## src/rtl/alu_pkg.sv

```systemverilog
// Shared types for the lab ALU responder: mode codes, flag bit positions
// and the sequencing FSM states.
package alu_pkg;

   typedef enum logic [3:0] {
      ADD = 4'd0,
      SUB = 4'd1,
      AND = 4'd2,
      OR  = 4'd3,
      XOR = 4'd4,
      SHL = 4'd5,
      SHR = 4'd6,
      MUL = 4'd7,
      DIV = 4'd8,
      MOD = 4'd9
   } mode_e;

   localparam int FLG_N = 3;
   localparam int FLG_Z = 2;
   localparam int FLG_C = 1;
   localparam int FLG_V = 0;

   typedef enum logic [1:0] {
      IDLE,
      ITER,
      RESP
   } state_e;

endpackage

```

## src/rtl/alu_iter_core.sv

```systemverilog
// Iterative shift-add multiplier and restoring divider, one bit per step.
// The *_nxt outputs show the value the current step produces.
module alu_iter_core #(
   parameter int N = 4
) (
   input  logic           clk,
   input  logic           reset,
   input  logic           i_load,
   input  logic           i_step,
   input  logic [N-1:0]   i_a,
   input  logic [N-1:0]   i_b,
   output logic           o_last,
   output logic [2*N-1:0] o_prod_nxt,
   output logic [N-1:0]   o_quot_nxt,
   output logic [N-1:0]   o_rem_nxt
);

   localparam int CW = $clog2(N + 1);

   logic [CW-1:0]  r_cnt;
   logic [2*N-1:0] r_acc;
   logic [2*N-1:0] r_mcand;
   logic [N-1:0]   r_mplier;
   logic [N-1:0]   r_q;
   logic [N-1:0]   r_rem;
   logic [N-1:0]   r_d;

   logic [N:0]     w_sh;
   logic [N:0]     w_diff;
   logic           w_fit;

   // Partial remainder never exceeds 2*d, so bit N of the difference
   // is a reliable borrow indicator.
   always_comb begin
      o_prod_nxt = r_acc + (r_mplier[0] ? r_mcand : '0);
      w_sh       = {r_rem, r_q[N-1]};
      w_diff     = w_sh - {1'b0, r_d};
      w_fit      = ~w_diff[N];
      o_quot_nxt = {r_q[N-2:0], w_fit};
      o_rem_nxt  = w_fit ? w_diff[N-1:0] : w_sh[N-1:0];
      o_last     = (r_cnt == CW'(1));
   end

   always_ff @(posedge clk or negedge reset) begin
      if (!reset) begin
         r_cnt    <= '0;
         r_acc    <= '0;
         r_mcand  <= '0;
         r_mplier <= '0;
         r_q      <= '0;
         r_rem    <= '0;
         r_d      <= '0;
      end else if (i_load) begin
         r_cnt    <= CW'(N);
         r_acc    <= '0;
         r_mcand  <= {{N{1'b0}}, i_a};
         r_mplier <= i_b;
         r_q      <= i_a;
         r_rem    <= '0;
         r_d      <= i_b;
      end else if (i_step) begin
         r_cnt    <= r_cnt - CW'(1);
         r_acc    <= o_prod_nxt;
         r_mcand  <= r_mcand << 1;
         r_mplier <= r_mplier >> 1;
         r_q      <= o_quot_nxt;
         r_rem    <= o_rem_nxt;
      end
   end

endmodule

```

## src/rtl/alu_responder.sv

```systemverilog
// Request/response ALU engine: FSM, single-cycle datapath, flag generation
// and registered response outputs; mul/div/mod run in alu_iter_core.
module alu_responder
   import alu_pkg::*;
#(
   parameter int N = 4
) (
   input  logic         clk,
   input  logic         reset,
   input  logic         req_valid,
   output logic         req_ready,
   input  logic [3:0]   req_mode,
   input  logic [N-1:0] req_a,
   input  logic [N-1:0] req_b,
   output logic         rsp_valid,
   input  logic         rsp_ready,
   output logic [N-1:0] rsp_result,
   output logic [3:0]   rsp_flags,
   output logic         rsp_err,
   output logic         busy
);

   state_e r_state;
   state_e w_next;

   logic [3:0]     r_mode;
   logic [N-1:0]   r_result;
   logic [3:0]     r_flags;
   logic           r_err;

   logic           w_accept;
   logic           w_step;
   logic           w_last;
   logic [2*N-1:0] w_prod_nxt;
   logic [N-1:0]   w_quot_nxt;
   logic [N-1:0]   w_rem_nxt;

   logic [N:0]     w_sum;
   logic [N-1:0]   w_sres;
   logic           w_sc;
   logic           w_sv;
   logic           w_serr;
   logic           w_iter;
   logic [3:0]     w_sflags;

   logic [N-1:0]   w_ires;
   logic           w_ihi;
   logic [3:0]     w_iflags;

   assign w_accept = req_valid && (r_state == IDLE);

   alu_iter_core #(.N(N)) u_core (
      .clk        (clk),
      .reset      (reset),
      .i_load     (w_accept),
      .i_step     (w_step),
      .i_a        (req_a),
      .i_b        (req_b),
      .o_last     (w_last),
      .o_prod_nxt (w_prod_nxt),
      .o_quot_nxt (w_quot_nxt),
      .o_rem_nxt  (w_rem_nxt)
   );

   always_comb begin
      w_sum  = '0;
      w_sres = '0;
      w_sc   = 1'b0;
      w_sv   = 1'b0;
      w_serr = 1'b0;
      w_iter = 1'b0;
      case (mode_e'(req_mode))
         ADD: begin
            w_sum  = {1'b0, req_a} + {1'b0, req_b};
            w_sres = w_sum[N-1:0];
            w_sc   = w_sum[N];
            w_sv   = (req_a[N-1] == req_b[N-1])
                  && (w_sres[N-1] != req_a[N-1]);
         end
         SUB: begin
            w_sum  = {1'b0, req_a} + {1'b0, ~req_b}
                   + {{N{1'b0}}, 1'b1};
            w_sres = w_sum[N-1:0];
            w_sc   = w_sum[N];
            w_sv   = (req_a[N-1] != req_b[N-1])
                  && (w_sres[N-1] != req_a[N-1]);
         end
         AND: w_sres = req_a & req_b;
         OR:  w_sres = req_a | req_b;
         XOR: w_sres = req_a ^ req_b;
         SHL: begin
            w_sres = {req_a[N-2:0], 1'b0};
            w_sc   = req_a[N-1];
         end
         SHR: begin
            w_sres = {1'b0, req_a[N-1:1]};
            w_sc   = req_a[0];
         end
         MUL: w_iter = 1'b1;
         DIV, MOD: begin
            if (req_b == '0) begin
               w_sres = '1;
               w_sv   = 1'b1;
            end else begin
               w_iter = 1'b1;
            end
         end
         default: w_serr = 1'b1;
      endcase

      w_sflags = '0;
      if (!w_serr) begin
         w_sflags[FLG_N] = w_sres[N-1];
         w_sflags[FLG_Z] = (w_sres == '0);
         w_sflags[FLG_C] = w_sc;
         w_sflags[FLG_V] = w_sv;
      end
   end

   // Completion of an iterative op uses the final step's values directly
   // so the response lands on the same edge as the last step.
   always_comb begin
      w_ihi  = 1'b0;
      w_ires = w_rem_nxt;
      if (r_mode == MUL) begin
         w_ires = w_prod_nxt[N-1:0];
         w_ihi  = |w_prod_nxt[2*N-1:N];
      end else if (r_mode == DIV) begin
         w_ires = w_quot_nxt;
      end
      w_iflags        = '0;
      w_iflags[FLG_N] = w_ires[N-1];
      w_iflags[FLG_Z] = (w_ires == '0);
      w_iflags[FLG_C] = w_ihi;
      w_iflags[FLG_V] = w_ihi;
   end

   always_comb begin
      w_next = r_state;
      w_step = 1'b0;
      case (r_state)
         IDLE: begin
            if (req_valid) w_next = w_iter ? ITER : RESP;
         end
         ITER: begin
            w_step = 1'b1;
            if (w_last) w_next = RESP;
         end
         RESP: begin
            if (rsp_ready) w_next = IDLE;
         end
         default: w_next = IDLE;
      endcase
   end

   always_ff @(posedge clk or negedge reset) begin
      if (!reset) r_state <= IDLE;
      else        r_state <= w_next;
   end

   always_ff @(posedge clk or negedge reset) begin
      if (!reset) begin
         r_mode   <= '0;
         r_result <= '0;
         r_flags  <= '0;
         r_err    <= 1'b0;
      end else if (w_accept) begin
         r_mode <= req_mode;
         if (!w_iter) begin
            r_result <= w_sres;
            r_flags  <= w_sflags;
            r_err    <= w_serr;
         end
      end else if (r_state == ITER && w_last) begin
         r_result <= w_ires;
         r_flags  <= w_iflags;
         r_err    <= 1'b0;
      end
   end

   assign req_ready  = (r_state == IDLE);
   assign rsp_valid  = (r_state == RESP);
   assign busy       = (r_state != IDLE);
   assign rsp_result = r_result;
   assign rsp_flags  = r_flags;
   assign rsp_err    = r_err;

endmodule
```

## config.mk

```make
export PLATFORM = sky130hd
export DESIGN_NAME = alu_responder
export DESIGN_NICKNAME = d
export VERILOG_FILES = /design/src/rtl/alu_pkg.sv /design/src/rtl/alu_iter_core.sv /design/src/rtl/alu_responder.sv
export SDC_FILE = /design/constraint.sdc
export NUM_CORES = 1
export LEC_CHECK = 0
export CORE_MARGIN = 2
export CORE_UTILIZATION = 59
export DETAILED_ROUTE_END_ITERATION = 7
export GPL_ROUTABILITY_DRIVEN = 0
export MAX_ROUTING_LAYER = met4
export PLACE_DENSITY = 0.81
export RECOVER_POWER = 100
export REMOVE_ABC_BUFFERS = 1
export SLEW_MARGIN = 5
export SYNTH_ARGS = -nofsm -noshare
export SYNTH_HDL_FRONTEND = slang
export SYNTH_SLANG_ARGS = --single-unit
```

## constraint.sdc

```tcl
create_clock -name clk -period 3.4 [get_ports clk]
set_input_delay 0.85 -clock clk [delete_from_list [all_inputs] [get_ports clk]]
set_output_delay 0.85 -clock clk [all_outputs]
set_load 0.02 [all_outputs]
```

==> flow_summary.json, run 1 <==
{
  "cts_sinks": 50,
  "ys_async_sr_fraction": 1.00,
  "rsz0062_at_grt": "false",
  "timing.final.crit_share": 0.944,
  "synth-adder-area-share": 0.112,
  "multi_input_area_um2": 2070,
  "num_vias": 3154,
  "die_area_um2": 6590,
  "switching_share": 0.438,
  "initial_core_util": 0.600,
  "clk_path_buf_depth": 2,
  "utilization": 0.681,
  "grt.overflow.total": 0,
  "yosys.area.top_type_share": 0.356,
  "maxCapViolCount": 1,
  "path_clk_slew_ns": 0.09,
  "end_kind": "flip-flop",
  "cts_tree": "built",
  "postCtsHoldBufs": 0,
  "required_ns": 3.64,
  "drive_gt1_frac": 0.0736,
  "seqPwrFrac": 0.342,
  "register_area_um2": 1250,
  "grt_first_pass_wirelength_um": 14500,
  "cts_buffers": 5,
  "wirelength_um": 8560,
  "r2r_setup_slack_ns": 0.45,
  "powerDensity_nw_per_um2": 751,
  "switching_power_w": 0.00131,
  "viasPerCell": 6.18,
  "tightest_slew_ns": 1.73,
  "period_needed_ns": 3.21,
  "synth_top_family_by_area": "compound AO/OA/AOI/OAI gates",
  "synth-main-ff-cell": "dfrtp_1",
  "h-tree-depth": 2,
  "cts_resized": 0,
  "critPathLaunch": "req_a[0]",
  "status": "finished with violations",
  "top_level_ports": 28,
  "tns_ns": 0,
  "max_freq_mhz": 312,
  "dpl.hpwl_um": 6490,
  "path_class": "in2reg",
  "holdWs_ns": 0.474,
  "core_region_area_um2": 5850,
  "areaGrowthSynthToFinish_pct": 13.5,
  "detail_route.iter0.violations": 236,
  "nFillCells": 474,
  "finalHoldViolCount": 0,
  "synth_xor_area_frac": 0.0175,
  "postSynthCellCount": 407,
  "die_w_um": 81.2,
  "synth_area_leaders": "dfrtp_1, ha_1, nand2_1, o21ai_0, a21oi_1",
  "synth-edff-count": 0,
  "yosys.area_share.simple": 0.216,
  "yosys_warnings": 0,
  "postSynthAreaPerCell_um2": 8.63,
  "violations": "capacitance limit, slew limit",
  "die_h_um": 81.2,
  "ys_ff_latch": 50,
  "synthMuxAreaShare": 0.0121,
  "hold_path_class": "reg2reg",
  "synth_area_um2": 3510,
  "p_clk_frac": 0.142,
  "grt_usage": 0.294,
  "final_nets": 479,
  "p_int_w": 0.00168,
  "numPortBuffers": 27,
  "worstPathArrival_ns": 3.45,
  "synth-compound-area-share": 0.234,
  "drtAntennaViolNets": 0,
  "synth_top_area_cell": "dfrtp_1",
  "clk_latency_ns": 0.31,
  "root_buffer": "clkbuf_8",
  "rows": 28,
  "insertedDiodeCount": 0,
  "min_from": "rsp_err",
  "finalMaxSlewViolations": 43,
  "ys_seq_area_frac": 0.356,
  "postCtsSetupBuffers": 0,
  "ys_types": 59,
  "combPwrFrac": 0.516,
  "start_kind": "primary input",
  "path_max_fanout": 2,
  "grt_max_degree": 43,
  "antenna_found_initial": 0,
  "fin_skew_ns": 0.0128,
  "power.leakage_nw": 1.84,
  "grt_pass1_vias": 3044,
  "setup_viol": 0,
  "r2r_start": "u_core.r_q[3]",
  "wl_per_cell_um": 16.8,
  "slew_headroom": -0.156,
  "firstDrtPassIters": 5,
  "drc_errors": 0,
  "peakVddDrop_mv": 0.421
}
==> flip-flops by register name, summed over array words and instances (netlist names) <==
name,flops
u_core.r_mplier,4
u_core.r_cnt,3
rsp_flags,4
u_core.r_acc,8
u_core.r_d,4
u_core.r_mcand,8
rsp_err,1
rsp_result,4
r_state,2
r_mode,4
u_core.r_q,4
u_core.r_rem,4
==> power groups by stage <==
| stage | registers, W | logic (W) | clock network [W] |
|---|---|---|---|
| 5_1_grt | 0.00106 | 0.00173 | 0.000457 |
| 3_3_place_gp | 0.00102 | 0.00152 | 0 |
| 3_5_place_dp | 0.00104 | 0.00156 | 0 |
| 2_1_floorplan | 0.00103 | 0.00104 | 0 |
| 4_1_cts | 0.00102 | 0.00157 | 0.000431 |
| 6_report | 0.00102 | 0.00155 | 0.000425 |
==> per-stage QoR <==
stage	total power (W)	instances	cell area, um^2	worst slack [ns]
4_1_cts	0.00302	510	4000	0.206
6_report	0.00299	510	3990	0.191
5_1_grt	0.00325	510	3990	0.0864
2_1_floorplan	0.00206	384	3410	0.566
3_5_place_dp	0.00260	502	3890	-0.0699
3_3_place_gp	0.00254	502	3890	0.00184
==> per-layer routing <==
| metal | GRT usage | wire, um | vias to the layer above |
|---|---|---|---|
| li1 | - | - | 1517 |
| met1 | 0.375 | 3710 | 1494 |
| met2 | 0.484 | 4210 | 113 |
| met3 | 0.0378 | 384 | 30 |
| met4 | 0.107 | 260 | 0 |
| met5 | - | 0 | - |
==> synthesized netlist by cell type, types with 5 or more instances <==
| cell type | instances |
|---|---|
| a211oi_1 | 5 |
| a21o_1 | 7 |
| a21oi_1 | 20 |
| a221o_1 | 10 |
| and2_1 | 13 |
| and3_1 | 5 |
| buf_2 | 5 |
| clkbuf_1 | 15 |
| dfrtp_1 | 50 |
| ha_1 | 25 |
| inv_1 | 23 |
| nand2_1 | 54 |
| nand2b_1 | 6 |
| nand3_1 | 14 |
| nor2_1 | 26 |
| nor3_1 | 8 |
| o21ai_0 | 39 |
==> placed cells by master (no fill, tap or decap), types with 3 or more instances in the layout <==
master,Yosys,layout
nand3b_1,3,3
dlygate4sd3_1,0,14
o21bai_1,4,4
a31oi_1,4,4
nor3_1,8,8
ha_1,25,25
nand2b_1,6,6
a21o_1,7,7
or2_2,3,3
nor2_1,26,26
nand4_1,3,3
and2_1,13,12
a21oi_1,20,20
clkdlybuf4s50_1,0,12
dfrtp_1,50,50
o31ai_1,3,3
or3_1,3,3
inv_1,23,23
a211oi_1,5,5
and3_1,5,5
xnor2_1,3,3
clkbuf_1,15,4
o211ai_1,4,4
xor2_1,4,4
a221o_1,10,10
o21a_1,4,4
clkbuf_8,0,5
nand3_1,14,14
o21ai_0,39,39
nand2_1,54,54
buf_4,1,12
fa_1,4,4
o22ai_1,3,3
==> critical path, cell delays in order <==
cell,delay (ns)
clkdlybuf4s50_1,0.49
inv_1,0.06
ha_1,0.22
inv_1,0.08
fa_1,0.40
mux2_2,0.27
a21o_1,0.20
a2111oi_4,0.37
o211ai_1,0.17
o31ai_2,0.21
a31o_1,0.13
==> path summary, 6_finish.rpt <==
| path | endpoint | depth (start not counted) |
|---|---|---|
| max | rsp_flags[2] | 11 |
| min | rsp_err | 2 |
| max reg2reg | rsp_result[3] | 10 |
| min reg2reg | rsp_err | 2 |
| max in group asynchronous | u_core.r_q[0] | 2 |
| min in group asynchronous | u_core.r_acc[7] | 1 |
==> logic make-up (layout without fill, tap and decap cells) <==
family / Yosys count / in the layout
flops: 50 / 50
buf+inv: 46 / 74
simple gates: 150 / 150
compound gates: 121 / 121
xor+xnor: 7 / 7
fa+ha+maj: 29 / 29
mux: 4 / 4
==> cell type report <==
class / count / area share
clock buffers: 6 / 0.0182
clock inverters: 2 / 0.00942
inverters: 23 / 0.0217
multi-input cells: 311 / 0.520
flip-flops and latches: 50 / 0.314
well taps: 75 / 0.0235
repair buffers: 43 / 0.0932
Power figures use the tool's default switching activity.
==> run 2, diff against run 1 <==
Settings changed: PLACE_DENSITY 0.81 to 0.8, SYNTH_HIERARCHICAL set to 1.
==> run 2 against run 1 <==
The run now ends clean. Final cell count increased by 0.20%. Setup slack improved by 0.070 ns. Largest power group unchanged. Area after synthesis grew 5.1%. Global-route usage shrank 3.7 points. Clock skew fell by 0.0080 ns. Final area up 3.2%. Largest cell class unchanged. Wire length down 1.5%. First-iteration DRC count down 21%.
==> flow_summary.json, run 2 <==
{
  "path_max_fanout": 3,
  "postSynthCellCount": 409,
  "synth-main-ff-cell": "dfrtp_1",
  "met1_usage": 0.373,
  "end_kind": "flip-flop",
  "clk_latency_ns": 0.31,
  "ys_seq_area_frac": 0.339,
  "finalHoldViolCount": 0,
  "wl_per_cell_um": 16.5,
  "final_common_cell": "dfrtp_1",
  "rsz0062_at_grt": "false",
  "yosysMostFrequentCell": "dfrtp_1",
  "slew_headroom": 0.173,
  "grt_usage": 0.257,
  "cts_sinks": 50,
  "top_level_ports": 28,
  "synth_top_area_cell": "dfrtp_1",
  "yosys_warnings": 6,
  "whs_path_depth": 2,
  "final_cell_mix": "dfrtp_1, nor2_1, nand2_1",
  "die_area_um2": 6910,
  "required_ns": 3.61,
  "drc_errors": 0,
  "grt_pass1_vias": 2869,
  "final_nets": 480,
  "path_clk_slew_ns": 0.10,
  "dpl.hpwl_um": 6170,
  "postSynthAreaPerCell_um2": 9.03,
  "detail_route.iter0.violations": 187,
  "gr-usage-met3": 0.0348,
  "synth_area_leaders": "dfrtp_1, ha_1, mux2i_1, nor2_1, o21ai_0",
  "worstPathCellList": "and2_0, ha_1, fa_1, a21o_1, a21oi_1, o21ai_0, nor2_1, xnor2_1, nor4_1, or3_1, o311ai_0, o21a_1",
  "min_from": "rsp_err",
  "die_h_um": 83.1,
  "powerDensity_nw_per_um2": 758,
  "viasPerCell": 6.05,
  "path_class": "reg2reg",
  "setup_viol": 0,
  "insertedDiodeCount": 0,
  "top_usage_layer": "met2",
  "timing.final.crit_share": 0.923,
  "tightest_slew_ns": 1.24,
  "final_cells": 511,
  "firstDrtPassIters": 4,
  "max_freq_mhz": 319,
  "core_region_area_um2": 5990,
  "root_buffer": "clkbuf_8",
  "grt_max_degree": 51,
  "cp.buffers_inverters": 0,
  "ff2ff_path_depth": 12,
  "power.leakage_nw": 1.86,
  "finalMaxSlewViolations": 0,
  "nFillCells": 463,
  "path_delay_family": "simple AND/OR/NAND/NOR gates",
  "slowest_delay_ns": 0.44,
  "period_needed_ns": 3.14,
  "cts_resized": 0,
  "drive_gt1_frac": 0.0940,
  "ys_ff_latch": 50,
  "hold_path_class": "reg2reg",
  "fin_skew_ns": 0.00481,
  "status": "finished clean",
  "r2r_setup_slack_ns": 0.26,
  "min_to": "rsp_err",
  "ys_types": 64,
  "cts_buffers": 5,
  "areaGrowthSynthToFinish_pct": 11.4,
  "grt_first_pass_wirelength_um": 14200,
  "clk_path_buf_depth": 2,
  "timing.rr.end": "rsp_flags[1]",
  "rows": 28,
  "dp.cells": 503,
  "peakVddDrop_mv": 0.439,
  "antenna_found_initial": 0,
  "largestRegisters": "u_core/r_acc (8), u_core/r_mcand (8)",
  "drtAntennaViolNets": 0,
  "met2_usage": 0.388,
  "num_vias": 3090,
  "postCtsHoldBufs": 0,
  "cts_tree": "built",
  "yosys.area.top_type_share": 0.339,
  "maxCapViolCount": 0,
  "initial_core_util": 0.616,
  "die_w_um": 83.1,
  "synth_area_um2": 3690,
  "start_kind": "flip-flop",
  "h-tree-depth": 2,
  "synth_common_cells": "dfrtp_1, nor2_1, nand2_1",
  "tns_ns": 0,
  "postCtsSetupBuffers": 0,
  "synth-edff-count": 0,
  "numPortBuffers": 27,
  "ys_async_sr_fraction": 1.00,
  "wirelength_um": 8430,
  "grt.overflow.total": 0,
  "r2r_start": "u_core/r_mcand[0]",
  "cpMaxStageDelayCell": "nor4_1",
  "worstPathArrival_ns": 3.35
}
[run 2: cell count changes after synthesis, moves of 6 or more]
cell,delta
nor2b_1,+13
o21ai_0,-13
mux2_2,+7
mux2i_1,+16
a221o_1,-10
nor3_1,-6
xnor2_1,+9
nand3_1,-8
clkbuf_1,-7
nand2_1,-20
nor2_1,+17
[run 2: cell families after synthesis]
group | synth area share
flops | 0.339
simple gates | 0.210
xor+xnor | 0.0376
buf+inv | 0.0576
fa+ha+maj | 0.106
mux | 0.0803
compound gates | 0.169
[run 2: worst max-delay path by stage]
stage,from,endpoint,slack [ns],depth (start not counted)
after floorplan,r_state[0],u_core/r_acc[7],0.03,5
after global placement,req_a[0],rsp_flags[2],0.19,11
after detailed placement,req_b[0],rsp_flags[2],0.05,10
after CTS,u_core/r_q[3],rsp_flags[2],0.25,12
after global routing,u_core/r_mcand[0],rsp_flags[1],0.06,12
final,u_core/r_mcand[0],rsp_flags[1],0.26,12
[run 2: metal layers]
metal | part of all wire | up-vias | routed length, um
met1 | 0.46 | 1488 | 3850
met2 | 0.46 | 120 | 3910
met3 | 0.068 | 8 | 570
met5 | 0 | - | 0
met4 | 0.011 | 0 | 93
li1 | - | 1474 | -
[run 2: worst reg2reg max path: cells and delay by family, from the launching register on]
| family | cells | cell delay, ns |
|---|---|---|
| xor+xnor | 1 | 0.07 |
| fa+ha+maj | 2 | 0.69 |
| simple gates | 4 | 1.00 |
| flops | 1 | 0.40 |
| compound gates | 5 | 0.89 |
[run 2: final cells by class]
class | instances | area [um^2] | area share
sequential | 50 | 1250 | 0.304
multi-input combinational | 310 | 2200 | 0.536
timing repair buffer | 40 | 354 | 0.0861
clock buffer | 7 | 96.3 | 0.0234
tap | 75 | 93.8 | 0.0228
inverter | 28 | 105 | 0.0256
clock inverter | 1 | 8.76 | 0.00213
[run 2: power breakdown]
part | total (W) | internal (W) | switching, W
combinational | 0.00172 | 0.000744 | 0.000979
clock | 0.000394 | 0.000187 | 0.000207
sequential | 0.00100 | 0.000823 | 0.000179
[run 2: through the flow]
stage	power, W	area, um^2	utilization	hold slack, ns	setup slack [ns]
2_1_floorplan	0.00224	3580	-	0.446	0.0334
3_3_place_gp	0.00271	4040	0.675	0.465	0.188
3_5_place_dp	0.00277	4040	0.675	0.472	0.0514
4_1_cts	0.00318	4150	0.693	0.490	0.251
5_1_grt	0.00336	4110	0.687	0.504	0.0575
6_report	0.00312	4110	0.687	0.481	0.261
